<file path="src/rtl/bootloader_host_arbiter.sv">
// Grants the shared bootloader to the I2C (host 0) or UART (host 1) transport for a whole transaction.
// Datapath is combinational pass-through; grant, bl_reset and pending change one edge after the request.
module bootloader_host_arbiter #(
  parameter int TIMEOUT_CYCLES = 1200000,
  parameter int TW             = $clog2(TIMEOUT_CYCLES + 1)
) (
  input  logic       clk,
  input  logic       resetn,
  input  logic       h0_start,
  input  logic       h1_start,
  input  logic       h0_release,
  input  logic       h1_release,
  input  logic       h0_in_valid,
  input  logic       h1_in_valid,
  input  logic [7:0] h0_in_data,
  input  logic [7:0] h1_in_data,
  output logic       h0_in_ready,
  output logic       h1_in_ready,
  output logic       h0_out_valid,
  output logic       h1_out_valid,
  output logic [7:0] h0_out_data,
  output logic [7:0] h1_out_data,
  input  logic       h0_out_ready,
  input  logic       h1_out_ready,
  output logic       h0_granted,
  output logic       h1_granted,
  output logic       h0_pending,
  output logic       h1_pending,
  output logic       bl_reset,
  output logic       bl_in_valid,
  output logic [7:0] bl_in_data,
  input  logic       bl_in_ready,
  input  logic       bl_out_valid,
  input  logic [7:0] bl_out_data,
  output logic       bl_out_ready,
  input  logic       bl_busy
);

  typedef enum logic [1:0] {IDLE, OWN0, OWN1, DRAIN} state_t;

  localparam logic [TW-1:0] TIMER_MAX = TW'(TIMEOUT_CYCLES - 1);

  state_t        state, state_d;
  logic          owner, owner_d;
  logic          rr_prio, rr_prio_d;
  logic [1:0]    pending, pending_d;
  logic [TW-1:0] timer, timer_d;
  logic          bl_reset_d;

  logic       owned;
  logic       other;
  logic [1:0] start_v;
  logic [1:0] rel_v;
  logic       in_hs;
  logic       out_hs;
  logic       own_start;
  logic       own_release;
  logic       quiet;
  logic       timeout;
  logic       other_req;
  logic       leave;
  logic       winner;

  assign owned   = (state != IDLE);
  assign other   = ~owner;
  assign start_v = {h1_start, h0_start};
  assign rel_v   = {h1_release, h0_release};

  // Owner's streams pass straight through; in IDLE stray bootloader output is swallowed.
  always_comb begin
    bl_in_valid  = 1'b0;
    bl_in_data   = 8'h00;
    bl_out_ready = 1'b1;
    h0_in_ready  = 1'b0;
    h1_in_ready  = 1'b0;
    h0_out_valid = 1'b0;
    h1_out_valid = 1'b0;
    h0_out_data  = 8'h00;
    h1_out_data  = 8'h00;
    if (owned) begin
      if (owner) begin
        bl_in_valid  = h1_in_valid;
        bl_in_data   = h1_in_data;
        h1_in_ready  = bl_in_ready;
        h1_out_valid = bl_out_valid;
        h1_out_data  = bl_out_data;
        bl_out_ready = h1_out_ready;
      end else begin
        bl_in_valid  = h0_in_valid;
        bl_in_data   = h0_in_data;
        h0_in_ready  = bl_in_ready;
        h0_out_valid = bl_out_valid;
        h0_out_data  = bl_out_data;
        bl_out_ready = h0_out_ready;
      end
    end
  end

  assign in_hs       = owned & bl_in_valid & bl_in_ready;
  assign out_hs      = owned & bl_out_valid & bl_out_ready;
  assign own_start   = owned & start_v[owner];
  assign own_release = owned & rel_v[owner];
  assign quiet       = ~(in_hs | out_hs | own_start | bl_busy);
  assign timeout     = ((state == OWN0) | (state == OWN1)) & quiet & (timer == TIMER_MAX);
  assign other_req   = pending[other] | start_v[other];

  always_comb begin
    state_d    = state;
    owner_d    = owner;
    rr_prio_d  = rr_prio;
    pending_d  = pending;
    timer_d    = timer;
    bl_reset_d = 1'b0;
    leave      = 1'b0;
    winner     = 1'b0;
    case (state)
      IDLE: begin
        if (|start_v) begin
          winner     = (&start_v) ? rr_prio : h1_start;
          state_d    = winner ? OWN1 : OWN0;
          owner_d    = winner;
          bl_reset_d = 1'b1;
          timer_d    = '0;
          if (&start_v) pending_d[~winner] = 1'b1;
        end
      end
      OWN0, OWN1: begin
        pending_d[other] = pending[other] | start_v[other];
        // A restart from the owner outranks its own release in the same cycle.
        if (own_start) begin
          bl_reset_d = 1'b1;
          timer_d    = '0;
        end else if (own_release | timeout) begin
          if (bl_busy) begin
            state_d = DRAIN;
            timer_d = '0;
          end else begin
            leave = 1'b1;
          end
        end else if (!quiet) begin
          timer_d = '0;
        end else if (timer != TIMER_MAX) begin
          timer_d = timer + 1'b1;
        end
      end
      DRAIN: begin
        pending_d[other] = pending[other] | start_v[other];
        if (own_start) begin
          state_d    = owner ? OWN1 : OWN0;
          bl_reset_d = 1'b1;
          timer_d    = '0;
        end else if (!bl_busy) begin
          leave = 1'b1;
        end
      end
      default: state_d = IDLE;
    endcase

    // Hand over directly to a waiting host, otherwise fall back to IDLE.
    if (leave) begin
      timer_d = '0;
      if (other_req) begin
        state_d          = other ? OWN1 : OWN0;
        owner_d          = other;
        pending_d[other] = 1'b0;
        rr_prio_d        = owner;
        bl_reset_d       = 1'b1;
      end else begin
        state_d   = IDLE;
        rr_prio_d = other;
      end
    end
  end

  always_ff @(posedge clk or negedge resetn) begin
    if (!resetn) begin
      state    <= IDLE;
      owner    <= 1'b0;
      rr_prio  <= 1'b0;
      pending  <= 2'b00;
      timer    <= '0;
      bl_reset <= 1'b0;
    end else begin
      state    <= state_d;
      owner    <= owner_d;
      rr_prio  <= rr_prio_d;
      pending  <= pending_d;
      timer    <= timer_d;
      bl_reset <= bl_reset_d;
    end
  end

  assign h0_granted = (state == OWN0) | ((state == DRAIN) & ~owner);
  assign h1_granted = (state == OWN1) | ((state == DRAIN) & owner);
  assign h0_pending = pending[0];
  assign h1_pending = pending[1];

endmodule

</file>
<file path="config.mk">
export PLATFORM = sky130hd
export DESIGN_NAME = bootloader_host_arbiter
export DESIGN_NICKNAME = d
export VERILOG_FILES = /design/src/rtl/bootloader_host_arbiter.sv
export SDC_FILE = /design/constraint.sdc
export NUM_CORES = 1
export LEC_CHECK = 0
export ABC_AREA = 1
export CAP_MARGIN = 20
export CORE_MARGIN = 2
export CORE_UTILIZATION = 30
export DETAILED_ROUTE_END_ITERATION = 12
export GPL_TIMING_DRIVEN = 0
export PLACE_DENSITY = 0.64
export SLEW_MARGIN = 5
export SYNTH_ARGS = -nofsm -noshare
export SYNTH_HDL_FRONTEND = slang
export SYNTH_SLANG_ARGS = --single-unit
</file>
<file path="constraint.sdc">
create_clock -name clk -period 4.2 [get_ports clk]
set_input_delay 0.84 -clock clk [delete_from_list [all_inputs] [get_ports clk]]
set_output_delay 0.84 -clock clk [all_outputs]
set_load 0.01 [all_outputs]
</file>
# Yosys cells after proc, flatten, opt, wreduce, memory -nomap -nowiden
# Index checks and enable logic that the tools add are counted.
# W data, S select, Z words.
[word_totals]
rom_bits = 0
n_memories = 0
ramBits = 0
latch_bits = 0
register_bits = 28
in_bits = 37
word_cells = 130
output_inout_bits = 35
[classes]
n_mul = 0
n_reduce_logical = 10
eq_ne = 12
shifts = 0
n_mux = 72
bitwise_logic = 24
n_div = 0
add_sub_neg = 1
order_cmp = 5
[op_table]
columns = ["operator", "n"]
rows = [
  ["$mux W21", 8],
  ["$pmux W21 S3", 1],
  ["$mux W8", 6],
  ["$mux W1", 36],
  ["$mux W2", 14],
  ["$add A21 B1 Y21 const B", 1],
  ["$eq A21 B21 Y1 const B", 1],
  ["$ne A21 B21 Y1 const B", 1],
  ["$ne A3 B3 Y1 const B", 5],
  ["$and A1 B1 Y1", 10],
  ["$or A1 B1 Y1", 8],
  ["$lt A1 B2 Y1 const B", 3],
  ["$ne A6 B6 Y1 const B", 1],
  ["$pmux W2 S3", 1],
  ["$ne A5 B5 Y1 const B", 1],
  ["$reduce_and A5 Y1", 1],
  ["$eq A2 B2 Y1 const B", 2],
  ["$pmux W1 S2", 2],
  ["$pmux W2 S2", 1],
  ["$reduce_and A4 Y1", 1],
  ["$reduce_or A2 Y1", 2],
  ["$not A1 Y1", 3],
  ["$reduce_or A3 Y1", 1],
  ["$and A2 B2 Y2", 1],
  ["other kinds (10)", 13],
]

# Depth between registers and ports, before layout
# Gate-level depths: netlist of run 1.
[logic_depth]
word_depth = 16
ltp_mapped = 15
mapped_depth_nobuf = 15

# Least setup slack after synthesis of run 1
# OpenSTA, ideal clock, no wires.
[synth_timing]
kind = "input to register"
startpoint = "input h0_start"
endpoint = "register state[0]"
n_path_buf = 0
setup_slack_ps = 1837
cell_stages = 9
arrival_ps = 2246
required_time_ps = 4083
setup_ps = 117
cell_sequence = "nand2_1 > inv_1 > a2111oi_0 > inv_1 > ha_1 > nand3_1 > nand2_1 > nand3_1 > nand2_1"
[synth_via]
elab_chain_cells = 14
word_cells_on_any_way = 30
cone_classes = "eq/ne (5); mux (14); bitwise (8); reduce/logical (3)"
[synth_rtl]
columns = ["element", "line_no", "source"]
rows = [
  ["start: declaration", "9", "input logic h0_start,"],
  ["$mux W1 (implied by the code) (2 in a row)", "101", "assign own_start = owned & start_v[owner];"],
  ["$and A1 B1 Y1", "101", ""],
  ["$or A1 B1 Y1 (2 in a row)", "103", "assign quiet = ~(in_hs | out_hs | own_start | bl_busy);"],
  ["$not A1 Y1", "103", ""],
  ["$and A1 B1 Y1 (2 in a row)", "104", "assign timeout = ((state == OWN0) | (state == OWN1)) & quiet & (timer == TIMER_MAX);"],
  ["$or A1 B1 Y1", "133", "end else if (own_release | timeout) begin"],
  ["$mux W1", "133", ""],
  ["$mux W1", "130", "if (own_start) begin"],
  ["$pmux W1 S2", "116", "case (state)"],
  ["$ne A3 B3 Y1 (no line)", "-", ""],
  ["$reduce_and A5 Y1 (no line)", "-", ""],
  ["end signal: assignment", "184", "state <= state_d;"],
  ["end: declaration", "43", "state_t state, state_d;"],
]
# Parallel ways exist; a longest one is shown, timed or not. The select of a mux whose other input is x is not followed.
# A chain may end at the register's enable or synchronous reset.

# Worst setup path in the final report of run 1
[layout_timing]
startpoint = "register state[0]"
endpoint = "output bl_in_data[6]"
[layout_via]
elab_chain_cells = 2
[layout_rtl]
columns = ["element", "line_no", "source"]
rows = [
  ["$reduce_bool A2 Y1", "64", "assign owned = (state != IDLE);"],
  ["$mux W8", "80", "if (owned) begin"],
  ["end: declaration", "31", "output logic [7:0] bl_in_data,"],
]
# No other way between the ends.

==> flow_summary_export.csv, run 1 <==
group,metric,value,unit
clocking,cts_hold_buf,0,
worst_setup_path,r2r_slack,1.60,ns
logic_synthesis,synth_nets,465,
worst_setup_path,endpoint_kind,"primary output",
sta,min_period_over_period,79.5,%
logic_synthesis,ys_seq_area_share,26.8,%
worst_setup_path,critPathMaxFanout,10,
routing,via_per_inst,4.86,
worst_setup_path,cp.required,3.36,ns
sta,fin_setup_tns,0,ns
grt,antenna_found_initial,0,
placed_design,io_buffers,71,
routing,drt_pass1_iterations,6,
floorplan,die-area,9480,µm²
routing,drc,0,
grt,global_route.usage.met3,1.73,%
worst_hold_path,hold_path_class,"register to register",
clocking,clk_pin_slew,0.09,ns
clocking,htree_levels,1,
placed_design,post-place-ws,1.03,ns
sta,setup_violations,0,
logic_synthesis,ys.flop_type,"dfrtp_1",
logic_synthesis,yosysWarningCount,0,
sta,period_needed,3.34,ns
worst_setup_path,cp_top_family,"buffers and inverters",
finish,register_area,701,µm²
status,status,"finished, final reports clean",
clocking,clock_latency,0.28,ns
finish,diodes,0,
clocking,clockBufferDepth,2,
grt,grt_pass1_vias,2799,
grt,grt_util_all_layers,16.0,%
worst_setup_path,crit_path_cell_trace,"inv_1, ha_1, clkbuf_1, inv_1, clkbuf_1, o21ai_0, nor2_1, clkdlybuf4s50_1",
logic_synthesis,netlist_area,2620,µm²
worst_setup_path,cp_slowest_cell,"clkdlybuf4s50_1",
floorplan,boundaryPins,72,
finish,fin_util,41.1,%
sta,rsz0062_at_grt,"no",
routing,drt_iter0_markers,191,
sta,timing.final.max_slew_violations,0,
grt,overflow,0,
worst_setup_path,arrival,2.50,ns
worst_setup_path,worstSetupStartpointType,"register",
sta,fmax,300,MHz
sta,fin_ws,0.861,ns
logic_synthesis,avgSynthCellArea,6.23,µm²
clocking,cts_sinks,28,
clocking,ctsRootBufferMaster,"clkbuf_8",
floorplan,core,8590,µm²
run,drv_cap,0,
worst_setup_path,reg2regPathDepth,13,
worst_setup_path,timing.rr.start,"state[0]",
floorplan,num_rows,34,
worst_setup_path,timing.rr.end,"owner",
logic_synthesis,synth_top_cell_area_share,26.8,%
logic_synthesis,ys_ff_latch,28,
worst_hold_path,hold_start,"state[1]",
grt,grt_first_pass_wirelength,12900,µm
worst_setup_path,critical_path_class,"register to primary output",
worst_hold_path,min_to,"state[1]",
pwr,peakVddDrop,179,µV
finish,fill_cells,895,
sta,clock_skew,0.00691,ns
placed_design,dp_hpwl,6140,µm
clocking,cts_tree,"built",
placed_design,gp_congestion,0.916,
grt,met1_usage,22.0,%
logic_synthesis,synthDistinctLibCells,37,
grt,grt-busiest-layer,"met2",
floorplan,die_x,97.4,µm
floorplan,initial_core_util,30.4,%
routing,ant_nets,0,
logic_synthesis,synthesis.instances,420,
routing,wl,7580,µm
routing,wire_per_inst,12.6,µm
routing,vias,2930,
clocking,postCtsSetupBuffers,0,
pwr,p_leak,1.55,nW
logic_synthesis,synth_top_area_cell,"dfrtp_1",
grt,gr-usage-met2,26.9,%
pwr,p_per_area,535,nW/µm²
worst_setup_path,crit_buf_inv,5,
grt,grt_max_degree,18,
floorplan,die_h,97.4,µm
finish,multi_input_area,1610,µm²
clocking,numCtsBuffers,3,
finish,syn_to_final_growth,35.0,%
worst_hold_path,whs_path_depth,2,
logic_synthesis,synth_edf_count,0,
finish,fin_nets,542,
sta,tightest_slew,1.00,ns
worst_setup_path,max_stage_delay,0.55,ns
sta,max_slew_margin,31.4,%
clocking,cts_resized,0,
sta,report.final.hold_viol_count,0,
finish,drive_gt1_share,5.66,%
logic_synthesis,async_flop_share,100,%
logic_synthesis,synth_area_leaders,"dfrtp_1 27%, nand2_1 15%, nor2_1 9.3%, inv_1 7.3%, nand3_1 6.3%",
## per-stage QoR
step	cells	hold slack (ns)	cell area [µm²]	power [mW]
finish	603	0.542	3530	1.89
global route	603	0.590	3530	2.06
CTS	603	0.556	3530	1.90
detailed placement	600	0.532	3490	1.75
global placement	599	0.518	3460	1.73
floorplan	420	0.490	2620	1.17
## cell usage after synthesis (2+ instances only)
cell type / count
nand3_2: 5
clkinv_1: 3
buf_6: 4
o2111ai_1: 4
inv_1: 51
nand3_1: 33
nand2_1: 104
nor3_1: 20
nor2_1: 65
o21ai_0: 15
a21oi_1: 7
ha_1: 8
dfrtp_1: 28
nand2_4: 2
inv_2: 2
nand2_2: 3
a31oi_1: 2
o21ai_1: 22
buf_2: 2
clkbuf_1: 9
o21bai_1: 2
nor4_1: 5
xor2_1: 7
nand4_1: 4
## metal layers
| layer | wire, µm | part of all wire (%) |
|---|---|---|
| met5 | 0 | 0 |
| met2 | 3390 | 45 |
| met3 | 403 | 5.3 |
| met1 | 3670 | 48 |
| met4 | 112 | 1.5 |
## how the worst max path moves through the flow
stage | start | depth (start not counted) | to | slack, ns
after floorplan | h0_start | 9 | state[0] | 1.84
after global placement | h0_start | 10 | state[0] | 1.02
after detailed placement | h0_start | 10 | state[0] | 1.03
after CTS | state[0] | 8 | bl_in_data[1] | 0.85
after global routing | state[0] | 8 | bl_in_data[0] | 0.60
final | state[0] | 8 | bl_in_data[6] | 0.86
## registers in the layout, summed over array words and instances (netlist names)
name and flops:
timer 21, state 2, pending 2, rr_prio 1, bl_reset 1, owner 1
## cell type report
| type | count | share of cell area (%) |
|---|---|---|
| Tap cell | 108 | 3.83 |
| Timing Repair Buffer | 72 | 20.9 |
| Clock buffer | 3 | 1.17 |
| Inverter | 56 | 5.95 |
| Buffer | 16 | 2.73 |
| Sequential cell | 28 | 19.8 |
| Multi-Input combinational cell | 320 | 45.6 |
## cell usage in the layout, fill, tap and decap left out, types with 3 or more instances in the layout
cell type        instances
a21oi_1                  7
buf_6                    4
clkbuf_1                 9
clkbuf_8                 3
clkdlybuf4s50_1         71
clkinv_1                 3
dfrtp_1                 28
ha_1                     8
inv_1                   51
nand2_1                104
nand2_2                  3
nand3_1                 33
nand3_2                  5
nand4_1                  4
nor2_1                  65
nor3_1                  20
nor4_1                   5
o2111ai_1                4
o21ai_0                 15
o21ai_1                 22
xor2_1                   7
## power breakdown
group | internal [mW] | switching (mW)
logic | 0.548 | 0.850
clock network | 0.0646 | 0.0864
registers | 0.311 | 0.0288
## logic make-up (layout without fill, tap and decap cells)
family          count (synthesis)  in the layout  synth area share (%)
simple gates                  245            245                  41.6
flops                          28             28                  26.8
compound gates                 59             59                  13.4
fa+ha+maj                       8              8                  3.83
buf+inv                        72            147                  11.7
xor+xnor                        8              8                  2.68
## tightest hold or removal path: stages, from the launching register on
cell     delay, ns
dfrtp_1       0.40
nand2_1       0.06
nand2_1       0.05
Note: power is estimated with default switching activity, not from simulation.
==> run 2: changes to the inputs <==
==> constraint.sdc (replaced) <==
create_clock -name clk -period 3.4 [get_ports clk]
set_input_delay 0.68 -clock clk [delete_from_list [all_inputs] [get_ports clk]]
set_output_delay 0.68 -clock clk [all_outputs]
set_load 0.01 [all_outputs]
==> run 2 against run 1 <==
Compared with the run above: worst hold slack about the same; clock skew is essentially flat; via count down 0.20%; wire length is 0.20% lower; non-clock buffer count is 1 lower; combinational power increased by 23%; design area down 0.11%; register-to-register slack lost 0.81 ns; cell count is 0.17% lower; total power rose by 23%; critical path type unchanged.
==> flow_summary_export.csv, run 2 (synthesized netlist as in run 1, its figures left out) <==
group,metric,value,unit
worst_setup_path,critical_path_class,"register to primary output",
worst_setup_path,cpMostUsedCell,"nor2_1",
finish,drive_gt1_share,5.67,%
clocking,cts_tree,"built",
sta,max_slew_margin,30.3,%
sta,rsz0062_at_grt,"no",
pwr,total_power,2.33,mW
routing,drt_iter0_markers,186,
clocking,ctsRootBufferMaster,"clkbuf_8",
clocking,cts_hold_buf,0,
routing,vias,2924,
grt,overflow,0,
worst_setup_path,worstSetupStartpointType,"register",
pwr,internal-power,1.14,mW
status,status,"finished, final reports clean",
placed_design,post-place-ws,0.392,ns
pwr,p_per_area,660,nW/µm²
worst_setup_path,crit_buf_inv,3,
finish,top_register,"timer",
clocking,numCtsBuffers,3,
finish,stdcell_count,602,
worst_hold_path,hold_path_class,"register to register",
worst_setup_path,cp_slowest_cell,"clkdlybuf4s50_1",
finish,fin_nets,541,
routing,wl,7560,µm
worst_setup_path,cp.required,2.72,ns
sta,fin_setup_tns,0,ns
placed_design,place_area,3490,µm²
finish,fin_util,41.0,%
finish,syn_to_final_growth,34.8,%
pwr,clkPwrFrac,8.0,%
pwr,p_leak,1.55,nW
run,drv_cap,0,
sta,tightest_slew,1.02,ns
floorplan,die_h,97.4,µm
routing,drc,0,
floorplan,boundaryPins,72,
placed_design,dp_cells,600,
grt,grt_util_all_layers,16.0,%
sta,report.final.hold_viol_count,0,
worst_setup_path,cp_top_family,"buffers and inverters",
sta,fin_ws,0.373,ns
clocking,clk_pin_slew,0.09,ns
clocking,cts_resized,0,
floorplan,num_rows,34,
clocking,cts_sinks,28,
clocking,clockBufferDepth,2,
routing,ant_nets,0,
clocking,clock_latency,0.28,ns
sta,clock_skew,0.00705,ns
finish,layout.cells.most_common,"nand2_1",
placed_design,io_buffers,71,
floorplan,initial_core_util,30.4,%
worst_setup_path,endpoint_kind,"primary output",
worst_setup_path,arrival,2.35,ns
placed_design,gp_congestion,0.916,
finish,most-common-layout-cells,"104 x nand2_1, 71 x clkdlybuf4s50_1, 65 x nor2_1",
grt,grt_pass1_vias,2799,
sta,timing.final.max_slew_violations,0,
pwr,p_comb_share,74.0,%
routing,wire_per_inst,12.6,µm
grt,grt_max_degree,18,
pwr,power.switching,1.19,mW
pwr,seq_power_share,18.0,%
finish,diodes,0,
routing,via_per_inst,4.86,
floorplan,die-area,9480,µm²
sta,fin_hold_ws,0.542,ns
grt,grt_first_pass_wirelength,12900,µm
routing,drt_pass1_iterations,5,
clocking,postCtsSetupBuffers,0,
pwr,p_sw_share,51.1,%
finish,reg_top3,"timer: 21 flops, pending: 2 flops, state: 2 flops",
sta,period_needed,3.03,ns
worst_setup_path,crit_path_cell_trace,"inv_1, ha_1, nor2_1, clkinv_1, nor2_1, clkdlybuf4s50_1",
worst_setup_path,max_stage_delay,0.55,ns
sta,min_period_over_period,89.0,%
floorplan,die_x,97.4,µm
placed_design,dp_hpwl,6140,µm
finish,fin_area,3530,µm²
finish,fill_cells,895,
floorplan,core,8590,µm²
worst_setup_path,critPathMaxFanout,10,
sta,fmax,330,MHz
finish,largest_reg_flops,21,
pwr,peakVddDrop,220,µV
sta,setup_violations,0,
grt,antenna_found_initial,0,
clocking,htree_levels,1,
[run 2: cell type report]
cell class | instances | area, µm² | share of cell area, %
clock buffer | 3 | 41.3 | 1.17
buffer | 15 | 92.6 | 2.63
inverter | 56 | 210 | 5.96
multi-input combinational | 320 | 1610 | 45.6
tap | 108 | 135 | 3.83
sequential | 28 | 701 | 19.9
timing repair buffer | 72 | 738 | 20.9
[run 2: power groups by stage]
stage	Combinational, mW	Clock (mW)	Sequential, mW
2_1_floorplan	1.02	0	0.429
3_3_place_gp	1.71	0	0.425
3_5_place_dp	1.73	0	0.427
4_1_cts	1.74	0.193	0.420
5_1_grt	1.92	0.203	0.425
6_report	1.72	0.186	0.419
[run 2: layer usage]
layer / global-route usage [%] / part of all wire [%]
met1: 22.0 / 48
met2: 26.9 / 45
met3: 1.73 / 5.9
met4: 4.27 / 1.5
met5: 0 / 0
[run 2: worst paths after layout]
path | startpoint | end | slack (ns) | cells after the start
hold / removal | state[1] | state[1] | 0.54 | 2
setup reg to reg | state[0] | owner | 0.79 | 13
setup / recovery | state[0] | h0_out_data[0] | 0.37 | 6
max in group asynchronous | resetn | timer[3] | 2.08 | 2
min in group asynchronous | resetn | timer[13] | 0.80 | 1
hold reg to reg | state[1] | state[1] | 0.54 | 2
[run 2: tightest hold or removal path, stage by stage, from the launching register on]
cell and delay, ns:
dfrtp_1 0.40, nand2_1 0.06, nand2_1 0.05
